File: src/rtl/cordic_rr_scheduler.sv
// rtl/cordic_rr_scheduler.sv - round-robin arbiter sharing one iterative CORDIC engine
// Each job runs IDLE -> LAUNCH -> WAIT -> RESP; a watchdog aborts jobs whose engine never finishes.
module cordic_rr_scheduler #(
  parameter int N       = 4,
  parameter int W       = 6,
  parameter int TIMEOUT = 15
) (
  input  logic           clk,
  input  logic           reset,
  input  logic [N-1:0]   req,
  input  logic [N*W-1:0] req_angle,
  output logic [N-1:0]   gnt,
  output logic [N-1:0]   rsp_valid,
  output logic [W-1:0]   rsp_x,
  output logic [W-1:0]   rsp_y,
  output logic           eng_start,
  output logic [W-1:0]   eng_angle,
  input  logic           eng_done,
  input  logic [W-1:0]   eng_x,
  input  logic [W-1:0]   eng_y,
  output logic           timeout_err
);

  localparam int IW = (N > 1) ? $clog2(N) : 1;

  localparam logic [1:0] S_IDLE   = 2'd0;
  localparam logic [1:0] S_LAUNCH = 2'd1;
  localparam logic [1:0] S_WAIT   = 2'd2;
  localparam logic [1:0] S_RESP   = 2'd3;

  // Timer counts completed WAIT cycles, so the abort lands in the TIMEOUT-th WAIT cycle.
  localparam logic [7:0]    TMO_LAST  = 8'(TIMEOUT - 1);
  localparam logic [IW-1:0] LAST_INIT = IW'(N - 1);

  logic [1:0]    state;
  logic [7:0]    timer;
  logic [IW-1:0] last;
  logic [IW-1:0] sel;

  logic          pick_valid;
  logic [IW-1:0] pick_idx;
  logic [N-1:0]  pick_onehot;
  logic [W-1:0]  pick_angle;
  int            cand;

  // Scan last+1, last+2, ... wrapping at N; the first pending requester wins.
  always_comb begin
    pick_valid = 1'b0;
    pick_idx   = '0;
    cand       = 0;
    for (int i = 1; i <= N; i++) begin
      cand = int'(last) + i;
      if (cand >= N) cand = cand - N;
      if (!pick_valid && req[cand]) begin
        pick_valid = 1'b1;
        pick_idx   = IW'(cand);
      end
    end
  end

  always_comb begin
    pick_onehot = '0;
    for (int k = 0; k < N; k++) begin
      pick_onehot[k] = (pick_idx == IW'(k));
    end
    pick_angle = req_angle[int'(pick_idx)*W +: W];
  end

  always_ff @(posedge clk) begin
    if (reset) begin
      state       <= S_IDLE;
      timer       <= '0;
      last        <= LAST_INIT;
      sel         <= '0;
      gnt         <= '0;
      rsp_valid   <= '0;
      rsp_x       <= '0;
      rsp_y       <= '0;
      eng_start   <= 1'b0;
      eng_angle   <= '0;
      timeout_err <= 1'b0;
    end else begin
      eng_start <= 1'b0;
      rsp_valid <= '0;
      case (state)
        S_IDLE: begin
          if (pick_valid) begin
            sel       <= pick_idx;
            gnt       <= pick_onehot;
            eng_angle <= pick_angle;
            eng_start <= 1'b1;
            state     <= S_LAUNCH;
          end
        end
        S_LAUNCH: begin
          timer <= '0;
          state <= S_WAIT;
        end
        S_WAIT: begin
          // A done arriving in the abort cycle still counts as a clean completion.
          if (eng_done) begin
            rsp_x     <= eng_x;
            rsp_y     <= eng_y;
            rsp_valid <= gnt;
            state     <= S_RESP;
          end else if (timer == TMO_LAST) begin
            rsp_x       <= '0;
            rsp_y       <= '0;
            rsp_valid   <= gnt;
            timeout_err <= 1'b1;
            state       <= S_RESP;
          end else begin
            timer <= timer + 8'd1;
          end
        end
        S_RESP: begin
          last  <= sel;
          gnt   <= '0;
          state <= S_IDLE;
        end
        default: state <= S_IDLE;
      endcase
    end
  end

endmodule
File: config.mk
export PLATFORM = sky130hd
export DESIGN_NAME = cordic_rr_scheduler
export DESIGN_NICKNAME = d
export VERILOG_FILES = /design/src/rtl/cordic_rr_scheduler.sv
export SDC_FILE = /design/constraint.sdc
export NUM_CORES = 1
export LEC_CHECK = 0
export ABC_AREA = 0
export CAP_MARGIN = 10
export CORE_MARGIN = 4
export CORE_UTILIZATION = 48
export DETAILED_ROUTE_END_ITERATION = 16
export GPL_TIMING_DRIVEN = 0
export PLACE_DENSITY = 0.85
export RECOVER_POWER = 50
export SLEW_MARGIN = 40
export SYNTH_ARGS = -nofsm -noshare
export SYNTH_HDL_FRONTEND = slang
export SYNTH_SLANG_ARGS = --single-unit
File: constraint.sdc
create_clock -name clk -period 5 [get_ports clk]
set_clock_uncertainty 0.2 [all_clocks]
set_input_delay 0.75 -clock clk [delete_from_list [all_inputs] [get_ports clk]]
set_output_delay 0.75 -clock clk [all_outputs]
set_load 0.02 [all_outputs]
# Yosys cells after proc, flatten, opt, wreduce, memory -nomap -nowiden
# Cells that the tools add are included.
# W data, S select, Z words.
# totals
mem_bits_ro,0
regBits,42
wordCells,102
ram_bits,0
mem_count,0
output_inout_bits,28
latchBits,0
inputBits,43
# classes
n_mul,1
div_mod_pow,0
muxes,39
add_sub_neg,9
reduce_logical,19
n_eq_ne,11
magnitude_cmp,8
n_shift,1
bitwise,3
# op_table
operator,count
$lt A32 B4 Y1 const B,4
$mux W32,4
$shiftx A24 B6 Y6,1
$mux W6,3
$mux W8,2
$pmux W8 S2,1
$mux W2,7
$mux W1,13
$mux W4,3
$sub A3 B3 Y4 const B,3
$ge A3 B3 Y1 const B,3
$add A8 B1 Y8 const B,1
$bmux W1 S2,4
$eq A2 B2 Y1 const B,4
$eq A8 B4 Y1 const B,1
$pmux W2 S4,1
$pmux W4 S2,1
$reduce_and A2 Y1,4
$add A2 B2 Y3 const B,2
$ne A2 B2 Y1 const B,3
$reduce_and A3 Y1,2
$reduce_bool A2 Y1,3
$sub A4 B3 Y5 const B,1
$add A2 B3 Y4 const B,1
other kinds (10),19

# Logic depth before layout (Yosys ltp)
# Gate-level depths: netlist of the first run.
# depth
depth_word,19
ltp_mapped,8
mapped_depth_nobuf,7

# Worst setup path after synthesis of the first run
# OpenSTA, ideal clock, no wires.
# synth_timing
path_type,input port to flip-flop
startpoint,input req[2]
endpoint,register eng_angle[1]
stages,7
n_path_buf,2
t_required_ns,4.670
path_slack_ns,2.745
setup_ns,0.130
t_arrival_ns,1.925
path_cell_list,nand2b_1 a21o_1 and3_1 buf_6 buf_6 a2111oi_2 a211oi_1
# synth_between
elab_chain_cells,15
elab_cells_between_ends,29
classes_between,mul: 1; shift: 1; mux: 20; reduce/logical: 7
# synth_rtl
element,line,source
from (decl),10,"input logic [N-1:0] req,"
$bmux W1 S2,54,if (!pick_valid && req[cand]) begin
$mux W1 (implied by the code) (2 in a row),54,
$mux W1,54,
$logic_not A1 Y1,54,
$logic_and A1 B1 Y1,54,
$mux W1,54,
$logic_not A1 Y1,54,
$logic_and A1 B1 Y1,54,
$mux W1,54,
$logic_not A1 Y1,54,
$logic_and A1 B1 Y1,54,
$mux W2,54,
$mul A2 B2 Y4,66,pick_angle = req_angle[int'(pick_idx)*W +: W];
$shiftx A24 B6 Y6,66,
to (signal assigned),90,eng_angle <= pick_angle;
to (decl),17,"output logic [W-1:0] eng_angle,"
# Parallel ways exist; a longest one is shown, timed or not. The select of a mux whose other input is x is not followed.
# A chain may end at the register's enable or synchronous reset.

# Final worst setup path of the first run
# layout_timing
startpoint,input req[1]
endpoint,register gnt[0]
# layout_between
elab_chain_cells,16
elab_cells_between_ends,31
classes_between,eq/ne: 1; mux: 22; reduce/logical: 8
# layout_rtl
element,line,source
$bmux W1 S2,54,
$mux W1 (implied by the code) (2 in a row),54,
$mux W1,54,
$logic_not A1 Y1,54,
$logic_and A1 B1 Y1,54,
$mux W1,54,
$logic_not A1 Y1,54,
$logic_and A1 B1 Y1,54,
$mux W1,54,
$logic_not A1 Y1,54,
$logic_and A1 B1 Y1,54,
$mux W2,54,
$logic_not A2 Y1,64,pick_onehot[k] = (pick_idx == IW'(k));
$mux W4,87,if (pick_valid) begin
$pmux W4 S2,85,case (state)
to (signal assigned),89,gnt <= pick_onehot;
to (decl),12,"output logic [N-1:0] gnt,"
# Parallel ways exist; a longest one is shown, timed or not. The select of a mux whose other input is x is not followed.

==> results of run 1 <==
critical path: stages:
cell and delay [ns]:
dlygate4sd3_1 0.63, o41ai_1 1.47, nor2_1 0.20, a32oi_1 0.28, nor2_1 0.06
metrics by stage:
step	cells	hold WS (ns)	util [%]
final	336	0.256	74.2
after global routing	336	0.276	74.2
after CTS	336	0.255	74.7
after detailed placement	328	0.243	71.8
after global placement	328	0.241	71.5
after floorplan	211	0.232	-
cell usage in the layout, fill, tap and decap left out, types with 2 or more instances in the layout:
cell type	netlist	final
clkdlybuf4s50_1	0	51
dfxtp_1	42	42
nor2_1	31	31
dlygate4sd3_1	0	18
a22oi_1	12	12
inv_1	11	11
mux2i_1	8	8
clkbuf_1	6	7
nand2_1	7	7
a21oi_1	7	7
ha_1	7	7
nand2b_1	6	6
o21bai_1	6	6
a31oi_1	6	6
nand3_1	6	6
xor2_1	6	6
a211oi_1	5	5
clkbuf_8	0	5
a2111oi_0	4	4
nor3b_1	4	4
o21ai_1	4	3
nand4_1	3	3
and2_1	3	3
and3_1	2	2
buf_6	2	2
o21ai_0	1	2
or3_1	2	2
a221oi_1	2	2
a211o_1	2	2
power groups by stage:
stage          registers [W]  clock network [W]  logic (W)
2_1_floorplan       0.000478                  0   0.000221
6_report            0.000427           0.000266   0.000425
3_3_place_gp        0.000432                  0   0.000431
4_1_cts             0.000428           0.000273   0.000448
3_5_place_dp        0.000435                  0   0.000446
5_1_grt             0.000435           0.000283   0.000465
metal layers:
metal	global-route usage, %	vias to the layer above	share of wire [%]
met2	31.2	48	46
met5	0	-	0
met3	5.82	8	6.4
met4	8.77	0	1.8
li1	-	913	-
met1	23.6	831	46
registers in the layout, indices dropped and copies added (netlist names):
| register | count |
|---|---|
| eng_angle | 6 |
| eng_start | 1 |
| gnt | 4 |
| last | 2 |
| rsp_valid | 4 |
| rsp_x | 6 |
| rsp_y | 6 |
| sel | 2 |
| state | 2 |
| timeout_err | 1 |
| timer | 8 |
final timing paths:
check,from,end,slack (ns),cells after the start
worst max register to register,timer[0]$_SDFFE_PP0P_,rsp_x[4]$_SDFFE_PP0P_,2.52,8
worst max-delay path,req[1],gnt[0]$_SDFFE_PP0P_,1.58,5
worst min-delay path,sel[1]$_SDFFE_PP0P_,sel[1]$_SDFFE_PP0P_,0.26,2
worst min register to register,sel[1]$_SDFFE_PP0P_,sel[1]$_SDFFE_PP0P_,0.26,2
cells by family after synthesis:
family | after synthesis | synth area share [%]
flops | 42 | 42.8
fa+ha+maj | 7 | 4.46
simple gates | 71 | 18.4
mux | 9 | 4.65
compound gates | 57 | 22.7
buf+inv | 19 | 4.39
xor+xnor | 6 | 2.67
layout make-up:
type,count,area share [%]
well taps,48,2.13
clock buffers,6,2.57
multi-input cells,150,36.6
inverters,11,1.46
flip-flops and latches,42,29.8
repair buffers,69,24.5
clock inverters,2,1.33
plain buffers,8,1.60
==> results.json, run 1 <==
{
  "violations": "capacitance limit, slew limit",
  "avgViaCountPerCell": 5.36,
  "dp_slack_ns": 2.01,
  "syn_to_final_growth_pct": 43.4,
  "core-area_um2": 3800,
  "dr.pass1.iters": 4,
  "routedWlPerCell_um": 14.6,
  "die_width_um": 72.0,
  "rsz0062_at_grt": "no",
  "cts_tree": "built",
  "ios": 71,
  "drive_above_1_share_pct": 6.25,
  "setup-tns-final_ns": 0,
  "cts_made_buffers": 5,
  "vias": 1800,
  "cts_root_buf": "clkbuf_8",
  "grt_max_degree": 14,
  "nFillCells": 317,
  "grtUsageTotal_pct": 19.3,
  "power.internal_w": 0.000730,
  "fin_crit_sh_pct": 68.5,
  "drv_slew": 11,
  "crit_required_ns": 4.97,
  "grt_overflow": 0,
  "syn_inst": 211,
  "syn_area_per_cell_um2": 9.32,
  "p_seq_share_pct": 38.2,
  "slew_headroom_pct": -15.1,
  "p_switching_w": 0.000388,
  "drt-initial-drc-count": 96,
  "ir_worst_vdd_v": 0.000216,
  "stdcell_area_um2": 2820,
  "clkTransAtPathRegs_ns": 0.08,
  "register_area_um2": 841,
  "synth.most_common_cell": "dfxtp_1",
  "cts_buffer_depth": 2,
  "yosysWarnings": 0,
  "wl_mm": 4.90,
  "cts_sinks": 42,
  "htree_levels": 2,
  "cts_hold_buffers": 0,
  "power_density_nw_per_um2": 397,
  "critPathKind": "in2reg",
  "fin_ws_ns": 1.58,
  "cts_setup_buffers": 0,
  "maxCapViolations": 1,
  "path_max_fanout": 10,
  "clk_latency_ns": 0.29,
  "finalSetupViolations": 0,
  "syn_area_um2": 1970,
  "grt_pass1_vias": 1829,
  "cts_resized": 0,
  "worst_pin_slew_ns": 1.70,
  "numPortBuffers": 69,
  "cp_data_arrival_time_ns": 3.39,
  "drc": 0,
  "hp-class": "reg2reg",
  "die_area_um2": 5180,
  "multi_input_area_um2": 1030,
  "clkPwrFrac_pct": 23.8,
  "ys_seq_area_share_pct": 42.8,
  "min_period_ns": 3.42,
  "p_sw_share_pct": 34.7,
  "final_antenna_net_count": 0,
  "p_total_w": 0.00112,
  "yosysTopAreaCell": "dfxtp_1",
  "p_leak_nw": 1.11,
  "nets": 337,
  "yosys-top-cells-count": "dfxtp_1 (42), nor2_1 (31), a22oi_1 (12)",
  "async_reset_ff_share_pct": 0,
  "die_height_um": 72.0,
  "synth_enable_flop_cells": 0,
  "ys_ff_latch": 42,
  "dpl_cell_area_um2": 2730,
  "antenna_cells": 0,
  "worstSetupEndpointType": "flip-flop",
  "grt_pass1_wl_mm": 7.98,
  "hold_violations": 0,
  "cp-start-kind": "input port",
  "start_util_pct": 51.7,
  "yosys.area.top_type_share_pct": 42.8,
  "rows": 22,
  "syn-num-nets": 261,
  "dpl.hpwl_mm": 3.62,
  "synth_flop_cell": "dfxtp_1",
  "gp_congestion": 0.791,
  "p_comb_share_pct": 38.0,
  "antenna_found_initial": 0,
  "ys_top_cells_by_area": "dfxtp_1 (43%), nor2_1 (5.9%), a22oi_1 (4.6%), ha_1 (4.5%), mux2i_1 (4.1%)",
  "max_freq_ghz": 0.292,
  "status": "finished with violations",
  "post_synth_num_cell_types": 42
}
(Power assumes the default switching activity.)
==> run 2, diff against run 1 <==
Settings changed: CORE_UTILIZATION 48 to 44, PLACE_DENSITY 0.85 to 0.79.
Clock period 5 ns to 3.45 ns, I/O delays scaled along.
==> results.json, run 2 (same netlist as run 1, synthesis figures left out) <==
{
  "ir_worst_vdd_v": 0.000302,
  "r2r-end": "rsp_x[0]$_SDFFE_PP0P_",
  "wl_mm": 4.62,
  "stdcell_area_um2": 2820,
  "drive_above_1_share_pct": 6.60,
  "nets": 337,
  "dpl.hpwl_mm": 3.50,
  "cp_data_arrival_time_ns": 2.58,
  "drc": 0,
  "r2r-start": "timer[0]$_SDFFE_PP0P_",
  "final_antenna_net_count": 0,
  "drt-initial-drc-count": 92,
  "clkTransAtPathRegs_ns": 0.08,
  "numPortBuffers": 69,
  "worstSetupEndpointType": "flip-flop",
  "rsz0062_at_grt": "no",
  "p_leak_nw": 1.14,
  "r2r_slack_ns": 1.22,
  "antenna_found_initial": 0,
  "ios": 71,
  "final_cell_mix": "clkdlybuf4s50_1 (43), dfxtp_1 (42), nor2_1 (31), dlygate4sd3_1 (26), a22oi_1 (12)",
  "htree_levels": 2,
  "avgViaCountPerCell": 5.28,
  "fin_crit_sh_pct": 74.3,
  "status": "finished clean",
  "regMostFlops": "timer",
  "largest_reg_flops": 8,
  "nFillCells": 389,
  "top_layer_used": "met4",
  "cts_buffer_depth": 2,
  "vias": 1795,
  "power_density_nw_per_um2": 549,
  "cts_hold_buffers": 0,
  "wl_met1_mm": 2.14,
  "p_sw_share_pct": 36.2,
  "r2r_cells": 8,
  "die_height_um": 74.8,
  "min_period_ns": 2.56,
  "hold_violations": 0,
  "worst_pin_slew_ns": 0.642,
  "rows": 24,
  "grtUsageTotal_pct": 17.3,
  "cts_sinks": 42,
  "dpl_cell_area_um2": 2730,
  "routedWlPerCell_um": 13.6,
  "core-area_um2": 4350,
  "p_comb_share_pct": 40.2,
  "met2WireLength_mm": 2.20,
  "multi_input_area_um2": 1050,
  "start_util_pct": 45.1,
  "clk_latency_ns": 0.29,
  "cts_resized": 0,
  "final_common_cell": "clkdlybuf4s50_1",
  "worstSetupEndpoint": "gnt[3]$_SDFFE_PP0P_",
  "p_switching_w": 0.000560,
  "cts_root_buf": "clkbuf_8",
  "grt_max_degree": 14,
  "cts_tree": "built",
  "cp-start-kind": "input port",
  "p_total_w": 0.00155,
  "grt_overflow": 0,
  "crit_required_ns": 3.47,
  "cts_made_buffers": 5,
  "grt_pass1_wl_mm": 7.62,
  "startpoint": "req[1]",
  "wl_met3_um": 236,
  "slew_headroom_pct": 57.0,
  "syn_to_final_growth_pct": 43.4,
  "antenna_cells": 0,
  "die_width_um": 74.8,
  "drv_slew": 0,
  "p_seq_share_pct": 39.8,
  "dr.pass1.iters": 4,
  "die_area_um2": 5600,
  "setup-tns-final_ns": 0,
  "power.internal_w": 0.000988,
  "finalSetupViolations": 0,
  "max_freq_ghz": 0.390,
  "critPathKind": "in2reg",
  "path_max_fanout": 9,
  "cts_setup_buffers": 0,
  "hp-class": "reg2reg",
  "register_area_um2": 841,
  "grt_pass1_vias": 1701,
  "maxCapViolations": 0,
  "clkPwrFrac_pct": 20.0,
  "gp_congestion": 0.786
}
==> run 2: changes by cell type in the layout (fill, tap and decap cells not counted) <==
| cell | before | now |
|---|---|---|
| bufinv_16 | 1 | 0 |
| clkdlybuf4s50_1 | 51 | 43 |
| clkinv_2 | 0 | 1 |
| clkinv_4 | 0 | 1 |
| clkinvlp_4 | 1 | 0 |
| dlygate4sd3_1 | 18 | 26 |
| o41ai_1 | 1 | 0 |
| o41ai_4 | 0 | 1 |
==> run 2: layout make-up <==
cell class	instances	area share, %
buffer	8	1.60
clock buffer	6	2.57
clock inverter	2	0.488
inverter	11	1.46
multi-input combinational	150	37.2
sequential	42	29.8
tap	52	2.31
timing repair buffer	69	24.5
==> run 2: stage by stage <==
stage | cells | util (%) | hold WS (ns) | worst slack, ns
4_1_cts | 340 | 64.7 | 0.257 | 0.988
3_3_place_gp | 332 | 62.5 | 0.241 | 0.644
6_report | 340 | 64.7 | 0.258 | 0.888
5_1_grt | 340 | 64.7 | 0.279 | 0.749
3_5_place_dp | 332 | 62.8 | 0.245 | 0.687
2_1_floorplan | 211 | - | 0.232 | 1.43
==> run 2: metal layers <==
| layer | global-route usage (%) | up-vias |
|---|---|---|
| met5 | 0 | - |
| met4 | 5.14 | 0 |
| met3 | 3.74 | 5 |
| met2 | 27.7 | 40 |
| met1 | 23.3 | 838 |
| li1 | - | 912 |
==> run 2: worst min-delay path by stage <==
stage | from | endpoint | slack [ns] | cells past startpoint
after floorplan | sel[1]$_SDFFE_PP0P_ | sel[1]$_SDFFE_PP0P_ | 0.23 | 2
final | sel[1]$_SDFFE_PP0P_ | sel[1]$_SDFFE_PP0P_ | 0.26 | 2
after global placement | sel[1]$_SDFFE_PP0P_ | sel[1]$_SDFFE_PP0P_ | 0.24 | 2
after global routing | sel[1]$_SDFFE_PP0P_ | sel[1]$_SDFFE_PP0P_ | 0.28 | 2
after detailed placement | sel[1]$_SDFFE_PP0P_ | sel[1]$_SDFFE_PP0P_ | 0.24 | 2
after CTS | sel[1]$_SDFFE_PP0P_ | sel[1]$_SDFFE_PP0P_ | 0.26 | 2
==> run 2: power groups by stage <==
stage	Clock [W]	Combinational, W	Sequential (W)
3_5_place_dp	0	0.000641	0.000629
3_3_place_gp	0	0.000627	0.000625
6_report	0.000309	0.000623	0.000616
2_1_floorplan	0	0.000320	0.000693
5_1_grt	0.000330	0.000689	0.000628
4_1_cts	0.000319	0.000646	0.000619
==> run 2: critical path: stages <==
cell           delay, ns
dlygate4sd3_1       0.65
or2_4               0.30
a311oi_4            0.52
nand2_2             0.11
or3_1               0.33
a21oi_1             0.15
==> run 3, diff against run 2 <==
Settings changed: CORE_UTILIZATION 44 to 40, PLACE_DENSITY 0.79 to 0.76.
Clock period 3.45 ns to 2.3 ns, I/O delays scaled along.
==> results.json, run 3 (same netlist as run 1, synthesis figures left out) <==
{
  "ios": 71,
  "dr.pass1.iters": 4,
  "met1_usage_pct": 21.0,
  "p_leak_nw": 1.18,
  "dpl_cell_area_um2": 2750,
  "cts_made_buffers": 5,
  "setup-tns-final_ns": 0,
  "clkTransAtPathRegs_ns": 0.08,
  "grtUsageTotal_pct": 16.1,
  "hp-class": "reg2reg",
  "final_antenna_net_count": 0,
  "fin_hold_ws_ns": 0.261,
  "maxCapViolations": 0,
  "numPortBuffers": 69,
  "r2r-end": "rsp_y[4]$_SDFFE_PP0P_",
  "status": "finished clean",
  "hold_violations": 0,
  "antenna_cells": 0,
  "grt_overflow": 0,
  "largest_reg_flops": 8,
  "slew_headroom_pct": 29.1,
  "grt_util_met3_pct": 3.67,
  "cts_sinks": 42,
  "r2r-start": "timer[0]$_SDFFE_PP0P_",
  "grt_use_met2_pct": 25.7,
  "die_area_um2": 6100,
  "drc": 0,
  "grt_max_degree": 14,
  "avgViaCountPerCell": 5.01,
  "cts_buffer_depth": 2,
  "stdcell_area_um2": 2880,
  "vias": 1789,
  "dp_slack_ns": -0.313,
  "dpl.hpwl_mm": 3.61,
  "nFillCells": 436,
  "grt_pass1_vias": 1723,
  "drv_slew": 0,
  "cts_hold_buffers": 0,
  "core-area_um2": 4750,
  "fin_crit_sh_pct": 91.0,
  "min_period_ns": 2.09,
  "r2r_slack_ns": 0.21,
  "fin_cells": 357,
  "antenna_found_initial": 0,
  "critPathKind": "in2reg",
  "power_density_nw_per_um2": 844,
  "regMostFlops": "timer",
  "startpoint": "req[3]",
  "die_width_um": 78.1,
  "rows": 25,
  "start_util_pct": 41.3,
  "finalSetupViolations": 0,
  "nets": 339,
  "worstSetupEndpointType": "flip-flop",
  "rsz0062_at_grt": "no",
  "worst_pin_slew_ns": 1.05,
  "ir_worst_vdd_v": 0.000514,
  "cts_root_buf": "clkbuf_8",
  "max_freq_ghz": 0.478,
  "grt_pass1_wl_mm": 7.92,
  "place_inst": 347,
  "clk_latency_ns": 0.28,
  "crit_required_ns": 2.27,
  "wl_mm": 4.75,
  "syn_to_final_growth_pct": 46.6,
  "final_cell_mix": "dfxtp_1 (42), clkdlybuf4s50_1 (39), nor2_1 (31), dlygate4sd3_1 (26), a22oi_1 (12)",
  "worstSetupEndpoint": "gnt[0]$_SDFFE_PP0P_",
  "cp-start-kind": "input port",
  "final_common_cell": "dfxtp_1",
  "grt_busiest_layer": "met2",
  "path_max_fanout": 10,
  "fin_ws_ns": 0.206,
  "routedWlPerCell_um": 13.3,
  "die_height_um": 78.1,
  "htree_levels": 2,
  "cts_tree": "built",
  "gp_congestion": 0.752,
  "r2r_cells": 8,
  "cp_data_arrival_time_ns": 2.06,
  "drive_above_1_share_pct": 7.93,
  "whs_path_depth": 2,
  "drt-initial-drc-count": 98
}
==> run 3: cell count changes in the layout (fill, tap and decap cells not counted), sizes merged <==
cell	previous run	this run
clkinvlp	0	1
buf	2	4
dlygate4sd2	0	1
dlymetal6s2s	0	3
clkdlybuf4s50	43	39
clkinv	2	0
bufinv	0	1
==> run 3: final cells by class <==
type | count | area [um^2] | share of cell area, %
Inverter | 11 | 41.3 | 1.43
Buffer | 8 | 45.0 | 1.56
Timing Repair Buffer | 71 | 712 | 24.7
Clock buffer | 6 | 72.6 | 2.52
Clock inverter | 2 | 37.5 | 1.30
Tap cell | 67 | 83.8 | 2.91
Multi-Input combinational cell | 150 | 1050 | 36.4
Sequential cell | 42 | 841 | 29.2
==> run 3: routing by layer <==
| layer | part of all wire (%) | routed length, um | up-vias |
|---|---|---|---|
| met4 | 0.99 | 47 | 0 |
| met2 | 48 | 2260 | 40 |
| li1 | - | - | 919 |
| met1 | 47 | 2220 | 828 |
| met5 | 0 | 0 | - |
| met3 | 4.7 | 224 | 2 |
==> run 3: how the worst min path moves through the flow <==
| stage | startpoint | slack [ns] | to |
|---|---|---|---|
| final | sel[1]$_SDFFE_PP0P_ | 0.26 | sel[1]$_SDFFE_PP0P_ |
| after detailed placement | sel[1]$_SDFFE_PP0P_ | 0.25 | sel[1]$_SDFFE_PP0P_ |
| after global placement | sel[1]$_SDFFE_PP0P_ | 0.24 | sel[1]$_SDFFE_PP0P_ |
| after floorplan | sel[1]$_SDFFE_PP0P_ | 0.23 | sel[1]$_SDFFE_PP0P_ |
| after CTS | sel[1]$_SDFFE_PP0P_ | 0.26 | sel[1]$_SDFFE_PP0P_ |
| after global routing | sel[1]$_SDFFE_PP0P_ | 0.28 | sel[1]$_SDFFE_PP0P_ |
==> run 3: what timing repair did <==
action                                  4_1_cts  5_1_grt
resized for setup                             1        6
endpoints found under the hold margin         0        0
endpoints found under the setup margin        1       12
pin swaps                                     0        1
setup buffers                                 0        2
gates cloned                                  0        0
==> run 3: power breakdown <==
group | switching [W] | total, W | leakage (nW) | internal (W)
logic | 0.000515 | 0.000934 | 0.790 | 0.000419
registers | 0.0000775 | 0.000927 | 0.342 | 0.000850
clock network | 0.000248 | 0.000572 | 0.0514 | 0.000324
==> run 3: metrics by stage <==
step | power, W | util (%)
floorplan | 0.00152 | -
global placement | 0.00188 | 57.6
detailed placement | 0.00192 | 57.9
CTS | 0.00250 | 60.2
global route | 0.00258 | 60.6
finish | 0.00243 | 60.6
==> run 3: critical path, cell delays in order <==
cell	delay, ns
dlygate4sd2_1	0.31
o41ai_2	0.93
nor2_1	0.18
a32oi_1	0.24
nor2_1	0.05
